==> src/rtl/arb_pkg.sv <==
// Shared constants, types and helpers for the round-robin arbiter.
// Helpers work on a fixed maximum width; callers slice down to NUM_AGENTS.
package arb_pkg;

    localparam int NUM_AGENTS_DEF = 2;
    localparam int MAX_HOLD_DEF   = 4;
    localparam int AGENT_MAX      = 64;
    localparam int AIDX_W         = $clog2(AGENT_MAX);

    typedef logic [AGENT_MAX-1:0] agent_vec_t;
    typedef logic [AIDX_W-1:0]    agent_idx_t;

    typedef struct packed {
        logic       vld;
        agent_idx_t idx;
    } pick_t;

    function automatic agent_vec_t onehot(input agent_idx_t idx);
        agent_vec_t vec;
        vec      = '0;
        vec[idx] = 1'b1;
        return vec;
    endfunction

    // Scan from farthest to nearest so the requester closest above ptr wins; ptr itself is last.
    function automatic pick_t rr_pick(input agent_vec_t req, input agent_idx_t ptr, input int n);
        pick_t res;
        int    cand;
        res = '0;
        for (int k = AGENT_MAX; k >= 1; k--) begin
            if (k <= n) begin
                cand = int'(ptr) + k;
                if (cand >= n) begin
                    cand = cand - n;
                end else begin
                    cand = cand;
                end
                if (req[agent_idx_t'(cand)]) begin
                    res.vld = 1'b1;
                    res.idx = agent_idx_t'(cand);
                end else begin
                    res = res;
                end
            end else begin
                res = res;
            end
        end
        return res;
    endfunction

endpackage

==> src/rtl/arb_rr_pick.sv <==
// Combinational circular priority encoder: first requester above ptr,
// wrapping from NUM_AGENTS-1 back to 0.
module arb_rr_pick
    import arb_pkg::*;
#(
    parameter  int NUM_AGENTS = NUM_AGENTS_DEF,
    localparam int IDX_W      = $clog2(NUM_AGENTS)
) (
    input  logic [NUM_AGENTS-1:0] req,
    input  logic [IDX_W-1:0]      ptr,
    output logic                  vld,
    output logic [IDX_W-1:0]      idx
);

    agent_vec_t req_ext;
    agent_idx_t ptr_ext;
    pick_t      pick;
    logic       unused_idx_hi;

    // Widen to the helper's fixed width and narrow the result back.
    always_comb begin
        req_ext                 = '0;
        req_ext[NUM_AGENTS-1:0] = req;
        ptr_ext                 = agent_idx_t'(ptr);
        pick                    = rr_pick(req_ext, ptr_ext, NUM_AGENTS);
        vld                     = pick.vld;
        idx                     = pick.idx[IDX_W-1:0];
    end

    assign unused_idx_hi = ^pick.idx;

endmodule

==> src/rtl/arb_rr.sv <==
// Round-robin arbiter with grant hold: the owner keeps the grant for up to
// MAX_HOLD consecutive cycles while others request, indefinitely otherwise.
module arb_rr
    import arb_pkg::*;
#(
    parameter  int NUM_AGENTS = NUM_AGENTS_DEF,
    parameter  int MAX_HOLD   = MAX_HOLD_DEF,
    localparam int IDX_W      = $clog2(NUM_AGENTS)
) (
    input  logic                  clk,
    input  logic                  rst,
    input  logic [NUM_AGENTS-1:0] req,
    output logic [NUM_AGENTS-1:0] ack,
    output logic                  ack_vld,
    output logic [IDX_W-1:0]      ack_idx
);

    localparam int               CNT_W     = $clog2(MAX_HOLD + 1);
    localparam logic [CNT_W-1:0] HOLD_LAST = CNT_W'(MAX_HOLD - 1);
    localparam logic [IDX_W-1:0] PTR_RST   = IDX_W'(NUM_AGENTS - 1);

    logic [IDX_W-1:0]      rr_ptr;
    logic [IDX_W-1:0]      owner;
    logic                  locked;
    logic [CNT_W-1:0]      hold_cnt;

    agent_vec_t            owner_oh_ext;
    agent_vec_t            grant_oh_ext;
    logic [NUM_AGENTS-1:0] owner_oh;
    logic [NUM_AGENTS-1:0] others;
    logic                  below_last;
    logic                  keep;
    logic                  pick_vld;
    logic [IDX_W-1:0]      pick_idx;
    logic                  grant_vld;
    logic [IDX_W-1:0]      grant_idx;
    logic                  unused_oh_hi;

    arb_rr_pick #(
        .NUM_AGENTS (NUM_AGENTS)
    ) u_pick (
        .req (req),
        .ptr (rr_ptr),
        .vld (pick_vld),
        .idx (pick_idx)
    );

    // Hold decision; hold_cnt never exceeds HOLD_LAST, so inequality means "below the limit".
    always_comb begin
        owner_oh_ext = onehot(agent_idx_t'(owner));
        owner_oh     = owner_oh_ext[NUM_AGENTS-1:0];
        others       = req & ~owner_oh;
        below_last   = (hold_cnt != HOLD_LAST);
        keep         = locked & req[owner] & (below_last | (others == '0));
    end

    // Grant selection; rst forces an idle grant regardless of req.
    always_comb begin
        grant_vld = 1'b0;
        grant_idx = '0;
        if (rst) begin
            grant_vld = 1'b0;
            grant_idx = '0;
        end else if (keep) begin
            grant_vld = 1'b1;
            grant_idx = owner;
        end else if (pick_vld) begin
            grant_vld = 1'b1;
            grant_idx = pick_idx;
        end else begin
            grant_vld = 1'b0;
            grant_idx = '0;
        end
        grant_oh_ext = onehot(agent_idx_t'(grant_idx));
        ack          = grant_vld ? grant_oh_ext[NUM_AGENTS-1:0] : '0;
    end

    assign ack_vld      = grant_vld;
    assign ack_idx      = grant_idx;
    assign unused_oh_hi = ^{owner_oh_ext, grant_oh_ext};

    // Owner, pointer and hold counter update.
    always_ff @(posedge clk) begin
        if (rst) begin
            rr_ptr   <= PTR_RST;
            owner    <= '0;
            locked   <= 1'b0;
            hold_cnt <= '0;
        end else if (grant_vld) begin
            if (keep) begin
                if (below_last) begin
                    hold_cnt <= hold_cnt + CNT_W'(1);
                end else begin
                    hold_cnt <= hold_cnt;
                end
            end else begin
                owner    <= grant_idx;
                rr_ptr   <= grant_idx;
                locked   <= 1'b1;
                hold_cnt <= '0;
            end
        end else begin
            locked   <= 1'b0;
            hold_cnt <= '0;
        end
    end

endmodule

==> config.mk <==
export PLATFORM = sky130hd
export DESIGN_NAME = arb_rr
export DESIGN_NICKNAME = d
export VERILOG_FILES = /design/src/rtl/arb_pkg.sv /design/src/rtl/arb_rr_pick.sv /design/src/rtl/arb_rr.sv
export SDC_FILE = /design/constraint.sdc
export NUM_CORES = 1
export LEC_CHECK = 0
export CAP_MARGIN = 0
export CORE_AREA = 3 3 40 42
export DETAILED_ROUTE_END_ITERATION = 16
export DIE_AREA = 0 0 43 45
export SLEW_MARGIN = 10
export SYNTH_ARGS = -nofsm -noshare
export SYNTH_HDL_FRONTEND = slang
export SYNTH_HIERARCHICAL = 1
export SYNTH_SLANG_ARGS = --single-unit
==> constraint.sdc <==
create_clock -name clk -period 1.8 [get_ports clk]
set_clock_uncertainty 0.1 [all_clocks]
set_input_delay 0.36 -clock clk [delete_from_list [all_inputs] [get_ports clk]]
set_output_delay 0.36 -clock clk [all_outputs]
set_load 0.05 [all_outputs]
==> impl_metrics.csv <==
group,metric,value,unit
outcome,run_status,"finished, violations left",
outcome,violations,"negative setup slack",
clocking,ctsHoldBuffers,0,
min_path,hp-start,"rr_ptr",
min_path,hp-class,"reg2reg",
setup_path,crit_fanout,4,
grt,antenna_found_initial,0,
grt,grt_pass1_vias,401,
clocking,clock_latency,0.24,ns
route,dr.pass1.iters,4,
setup_path,crit_path_cell_trace,"ha_4 -> ha_4 -> nand3_4 -> a31o_4 -> o32ai_4 -> buf_12",
route,vias,395,
cells_and_area,mostFrequentLayoutCells,"14 x buf_4, 4 x dfxtp_1, 4 x buf_12",
sta,rsz0062_at_grt,"true",
route,vias_per_cell,5.06,
clocking,post-cts-setup-buffers,0,
floorplan,die_h,45,um
floorplan,die_width,43,um
sta,maxSlewViolCount,0,
logic_synthesis,yosys_warnings,6,
clocking,cts_num_sinks,6,
placed_design,placed_area,702,um2
cells_and_area,synthToLayoutAreaGrowth,115,%
cells_and_area,final_layout_size_suffix_gt1_share,55.6,%
setup_path,reg2reg_depth,8,
logic_synthesis,yosys.area.top_type_share,35.3,%
setup_path,crit_top_cell,"ha_4",
setup_path,rr_endpoint,"hold_cnt[0]",
run,maxCapViolCount,0,
floorplan,dieArea,1940,um2
sta,finalSetupTns,-1.22,ns
logic_synthesis,post_synth.cell_area_avg,8.51,um2
logic_synthesis,synth_nets,46,
clocking,h-tree-depth,1,
floorplan,fp-row-count,13,
cells_and_area,fillers,106,
min_path,hold_depth,2,
placed_design,dp.cells,75,
setup_path,worstPathArrival,1.69,ns
sta,setup_viol,4,
cells_and_area,instances_no_fill,78,
cells_and_area,final_core_util,57.1,%
route,drc,0,
grt,grt_max_degree,6,
grt,grt_pass1_wl,1.77,mm
logic_synthesis,synth_area,340,um2
logic_synthesis,syn_inst,40,
clocking,cts_buffer_depth,2,
sta,max_slew_margin,84.6,%
clocking,root_buffer,"clkbuf_4",
setup_path,reg2reg_from,"hold_cnt[1]",
clocking,numCtsBuffers,3,
placed_design,pre_cts_ws,-0.513,ns
logic_synthesis,yosysTopAreaCell,"dfxtp_1",
placed_design,hpwl,825,um
placed_design,routabilityCongestion,0.845,
route,antenna_left,0,
floorplan,num_io_pins,8,
grt,grt_overflow_total,0,
sta,finalCritPeriodShare,119,%
setup_path,cp.required,1.34,ns
power,ir_drop,403,uV
setup_path,r2r_slack,0.26,ns
sta,hold_violations,0,
cells_and_area,final_nets,71,
setup_path,slowest_delay,0.35,ns
cells_and_area,postLayoutCellArea,733,um2
sta,fin_crit,2.15,ns
logic_synthesis,netlist_top_cells_area,"dfxtp_1 35%, o32ai_1 10%, ha_1 7.4%",
logic_synthesis,synth_seq_cells,6,
setup_path,start_kind,"flip-flop",
logic_synthesis,ys_types,21,
route,finalWirelength,1.01,mm
floorplan,initial_core_util,26.5,%
route,wire_per_inst,12.9,um
setup_path,critPathKind,"reg2out",
logic_synthesis,ys_seq_area_share,35.3,%
grt,grt_usage,12.4,%
route,drt_first_iter_violations,8,
setup_path,crit_path_top_delay_cell,"dfxtp_2",
power,p_per_area,596,nW/um2
min_path,hold_end,"rr_ptr",
sta,clock.fmax,465,MHz
sta,worst_slack,-0.349,ns
floorplan,coreArea,1280,um2
clocking,cts_tree,"done",
sta,tightest_slew,0.231,ns
power,leakagePower,0.287,nW
setup_path,critPathCaptureType,"output port",
clocking,clk_pin_slew,0.04,ns
placed_design,portBuffers,7,
cells_and_area,layout_commonest_cell,"buf_4",
cells_and_area,diodes,0,
==> cells by family (layout without fill, tap and decap cells) <==
| kind of cell | after synthesis | count (layout) | share of synthesized area (%) |
|---|---|---|---|
| AOI/OAI and AO/OA | 11 | 11 | 23.5 |
| xor gates and xnor gates | 1 | 1 | 2.57 |
| adders and majority gates | 2 | 2 | 7.35 |
| buffers and inverters | 5 | 28 | 5.88 |
| DFF | 6 | 6 | 35.3 |
| muxes | 2 | 2 | 5.88 |
| and+or+nand+nor | 13 | 13 | 19.5 |
==> critical path, delay by kind of cell, from the launching register on <==
kind | cells | cell delay, ns
buffers and inverters | 1 | 0.18
adder cells (fa/ha/maj) | 2 | 0.28
AND/OR/NAND/NOR | 1 | 0.07
flip-flops | 1 | 0.35
AO/OA/AOI/OAI | 2 | 0.57
==> flip-flops by register name, summed over array words and instances, names as in the netlist <==
register  count
owner         1
hold_cnt      3
locked        1
rr_ptr        1
==> through the flow <==
stage / total power, mW / hold WS [ns]
2_1_floorplan: 0.235 / 0.387
3_3_place_gp: 0.310 / 0.424
3_5_place_dp: 0.314 / 0.417
4_1_cts: 0.443 / 0.423
5_1_grt: 0.458 / 0.449
6_report: 0.437 / 0.423
==> per-layer routing <==
metal	part of all wire, %	GRT usage [%]
met1	44	13.0
met2	51	22.8
met3	4.9	5.18
met4	0.099	3.61
met5	0	0
==> worst max path at each step <==
stage / startpoint / endpoint / slack [ns] / cells past startpoint
after global placement: req[0] / ack[1] / -0.47 / 6
final: hold_cnt[1] / ack_idx / -0.35 / 6
after detailed placement: req[1] / ack[1] / -0.51 / 6
after global routing: hold_cnt[1] / ack_idx / -0.43 / 6
after CTS: hold_cnt[1] / ack_idx / -0.37 / 6
after floorplan: hold_cnt[1] / ack[1] / -0.27 / 6
==> layout make-up <==
type / count / area (um2) / share of cell area (%)
timing repair buffer: 22 / 224 / 30.5
inverter: 3 / 11.3 / 1.54
clock buffer: 3 / 22.5 / 3.07
sequential: 6 / 123 / 16.7
multi-input combinational: 29 / 334 / 45.6
tap: 15 / 18.8 / 2.56
==> power breakdown <==
group	switching, mW	total (mW)	internal (mW)	leakage (nW)
registers	0.00605	0.147	0.141	0.0502
logic	0.0814	0.166	0.0851	0.223
clock network	0.0485	0.124	0.0754	0.0138
==> what timing repair did <==
item                                    CTS  global route
gates resized for setup                   4             0
pin swaps                                 2             0
hold endpoints to repair                  0             0
endpoints found under the setup margin    4             4
==> synthesized netlist by cell type <==
master,count
nand3_1,2
nand2b_1,1
mux2i_1,2
a21oi_1,3
nor3_1,3
xor2_1,1
nor2_1,3
dfxtp_1,6
inv_1,3
or2b_1,1
or2_1,1
nand2_1,1
clkbuf_1,1
o21a_1,1
ha_1,2
a31oi_1,1
o32ai_1,4
or2_2,1
buf_2,1
a21boi_1,1
a31o_2,1
No activity file was read; power rests on OpenSTA's default activity.
==> variant (same settings) <==
Make the reset (`rst`) asynchronous in one clocked block.
--- a/src/rtl/arb_rr.sv
+++ b/src/rtl/arb_rr.sv
@@ -82,3 +82,3 @@
     // Owner, pointer and hold counter update.
-    always_ff @(posedge clk) begin
+    always_ff @(posedge clk or posedge rst) begin
         if (rst) begin
Check against the original RTL: same outputs for any inputs over 10 cycles, from zero or initial values and one cycle with rst high; that may be too few to reach the edited logic, so the function may still have changed.
==> variant against the original RTL <==
The flow still finishes with violations (negative setup slack). Routed wire length is 29% higher. Total power is 29% higher. Sequential cell count stayed put. Largest power group unchanged. Clock power is 12% higher. Sequential share of layout area is 2.0 points higher. Synthesized area is 22% higher. Critical path depth is 1 higher. Design area is 10% higher. Die area stayed put. Utilization is 5.8 points higher. Maximum frequency is 2.3% higher. Setup slack better by 0.049 ns. Critical path type unchanged. Count of clock-buffer cells in the layout is 1 higher.
==> variant: results (changes against the original RTL) <==
| Metric | Value |
|---|---|
| Outcome | finished, violations left |
| Failing checks | negative setup slack |
| First-pass GRT wire length | 2070 um (+17%) |
| VDD IR max | 0.480 mV (+19%) |
| TritonCTS buffer count | 3 (unchanged) |
| Worst flop-to-flop path endpoint | owner |
| P_clk | 0.139 mW (+12%) |
| Cell variety after synth | 23 (+9.5%) |
| HPWL Detailed | 1010 um (+23%) |
| DR WL/cell | 15.4 um (+19%) |
| Yosys warning count | 6 (unchanged) |
| Setup TNS after final layout | -1.14 ns (+0.0811 ns) |
| Crit path DAT | 1.64 ns (-0.05 ns) |
| Crit path max fanout | 3 (-1) |
| Post-Synth XOR/XNOR Area | 2.11% (-0.46 points) |
| Worst min-delay path category | in2async |
| Max_slew headroom | 80.0% (-4.6 points) |
| Final net count | 76 (+7.0%) |
| WL final | 1300 um (+29%) |
| Clock buffer depth | 2 (unchanged) |
| Reg clk slew, reported paths | 0.05 ns |
| Share of total power in the clock network | 24.8% (-3.5 points) |
| Vias in the first global route | 461 (+15%) |
| Switch share | 35.6% (+4.5 points) |
| Vias post-DR | 428 (+8.4%) |
| Dominant synthesized flop cell | dfrtp_1 |
| Post-synthesis compound-gate area fraction | 22.1% (-1.5 points) |
| Global placement routability congestion | 0.824 (-2.5%) |
| Pre-CTS WS | -0.455 ns (+0.0574 ns) |
| Synth top area cells | dfrtp_1 30%, mux2i_1 7.3%, a311oi_4 6.3% |
| Final WS setup | -0.300 ns (+0.0491 ns) |
| Port Buffer Count | 7 (unchanged) |
| First-pass DRT Iterations | 4 (unchanged) |
| Worst-Skew Late Latency | 0.26 ns (+0.02 ns) |
| Mux contribution to synthesized area | 10.9% (+5.0 points) |
| R2r startpoint | hold_cnt[1] |
| Worst hold margin | 0.348 ns (-0.0750 ns) |
| Proportion of layout cells with a drive suffix above 1 | 56.5% (+0.97 points) |
| Total track usage | 15.1% (+2.7 points) |
| R2R Setup Slk | -0.01 ns (-0.27 ns) |
| Reg2Reg Depth | 7 (-1) |
| Adder-cell share of the synthesized area | 6.04% (-1.3 points) |
| Initial detailed-routing violation count | 4 (-4) |
| Post-synth top cells | 5 x dfrtp_1, 5 x inv_1, 4 x a21oi_1, 3 x mux2i_1, 3 x nor3_1 |
| Final setup viols | 5 (+1) |
| Cell Area, Placed | 712 sq um (+1.4%) |
| Syn_area_per_cell | 10.1 sq um (+19%) |
| Ys async rst share | 100% (+100 points) |
| Pin count of the biggest net entering global routing | 7 (+1) |
| Mapped Nets | 47 (+2.2%) |
| Largest register FFs | 3 (unchanged) |
| Static Leak | 0.364 nW (+27%) |
| Sequential area share after synthesis | 36.6% (+1.3 points) |
| Gate power share | 43.1% (+5.0 points) |
-- variant: changes by cell type after synthesis, sizes merged, moves of 2 or more --
cell / change
o2bb2ai: +2
o32ai: -4
dfrtp: +5
nor2: -2
inv: +2
dfxtp: -6
-- variant: cell type report --
class / instances / area (sq um)
clock buffers: 4 / 26.3
fillers: 103 / 477
inverters: 5 / 18.8
multi-input cells: 28 / 345
flip-flops and latches: 6 / 151
well taps: 15 / 18.8
repair buffers: 26 / 248
-- variant: cell families (layout without fill, tap and decap cells) --
family	Yosys count	count (layout)
AND/OR/NAND/NOR	11	11
adder cells (fa/ha/maj)	2	2
flip-flops	6	6
AO/OA/AOI/OAI	10	10
buffers and inverters	7	35
XOR/XNOR	1	1
multiplexers	4	4
-- variant: worst max-delay path by stage --
stage,startpoint,end,slack (ns)
detailed placement,req[0],ack_idx,-0.46
global route,hold_cnt[0],ack_idx,-0.37
floorplan,hold_cnt[0],ack[1],-0.14
CTS,hold_cnt[0],ack[0],-0.31
global placement,req[1],ack_idx,-0.40
finish,hold_cnt[0],ack_idx,-0.30
-- variant: layer usage --
layer  GRT usage (%)  up-vias  routed length [um]
li1                -      205                   -
met1            14.7      208                 474
met2            29.6       13                 762
met3            3.59        2                  42
met4            7.23        0                  17
met5               0        -                   0
-- variant: what timing repair did --
action                                  4_1_cts  5_1_grt
gates resized for setup                       7        3
pin swaps                                     5        1
buffers inserted                              3        2
hold buffers                                  0        0
endpoints found under the setup margin        6        6
-- variant: critical path, stage by stage, from the launching register on --
cell       delay, ns
dfrtp_1         0.38
ha_2            0.20
ha_4            0.18
nand2_4         0.07
nand4_1         0.11
buf_6           0.17
o2bb2ai_4       0.12
buf_8           0.16
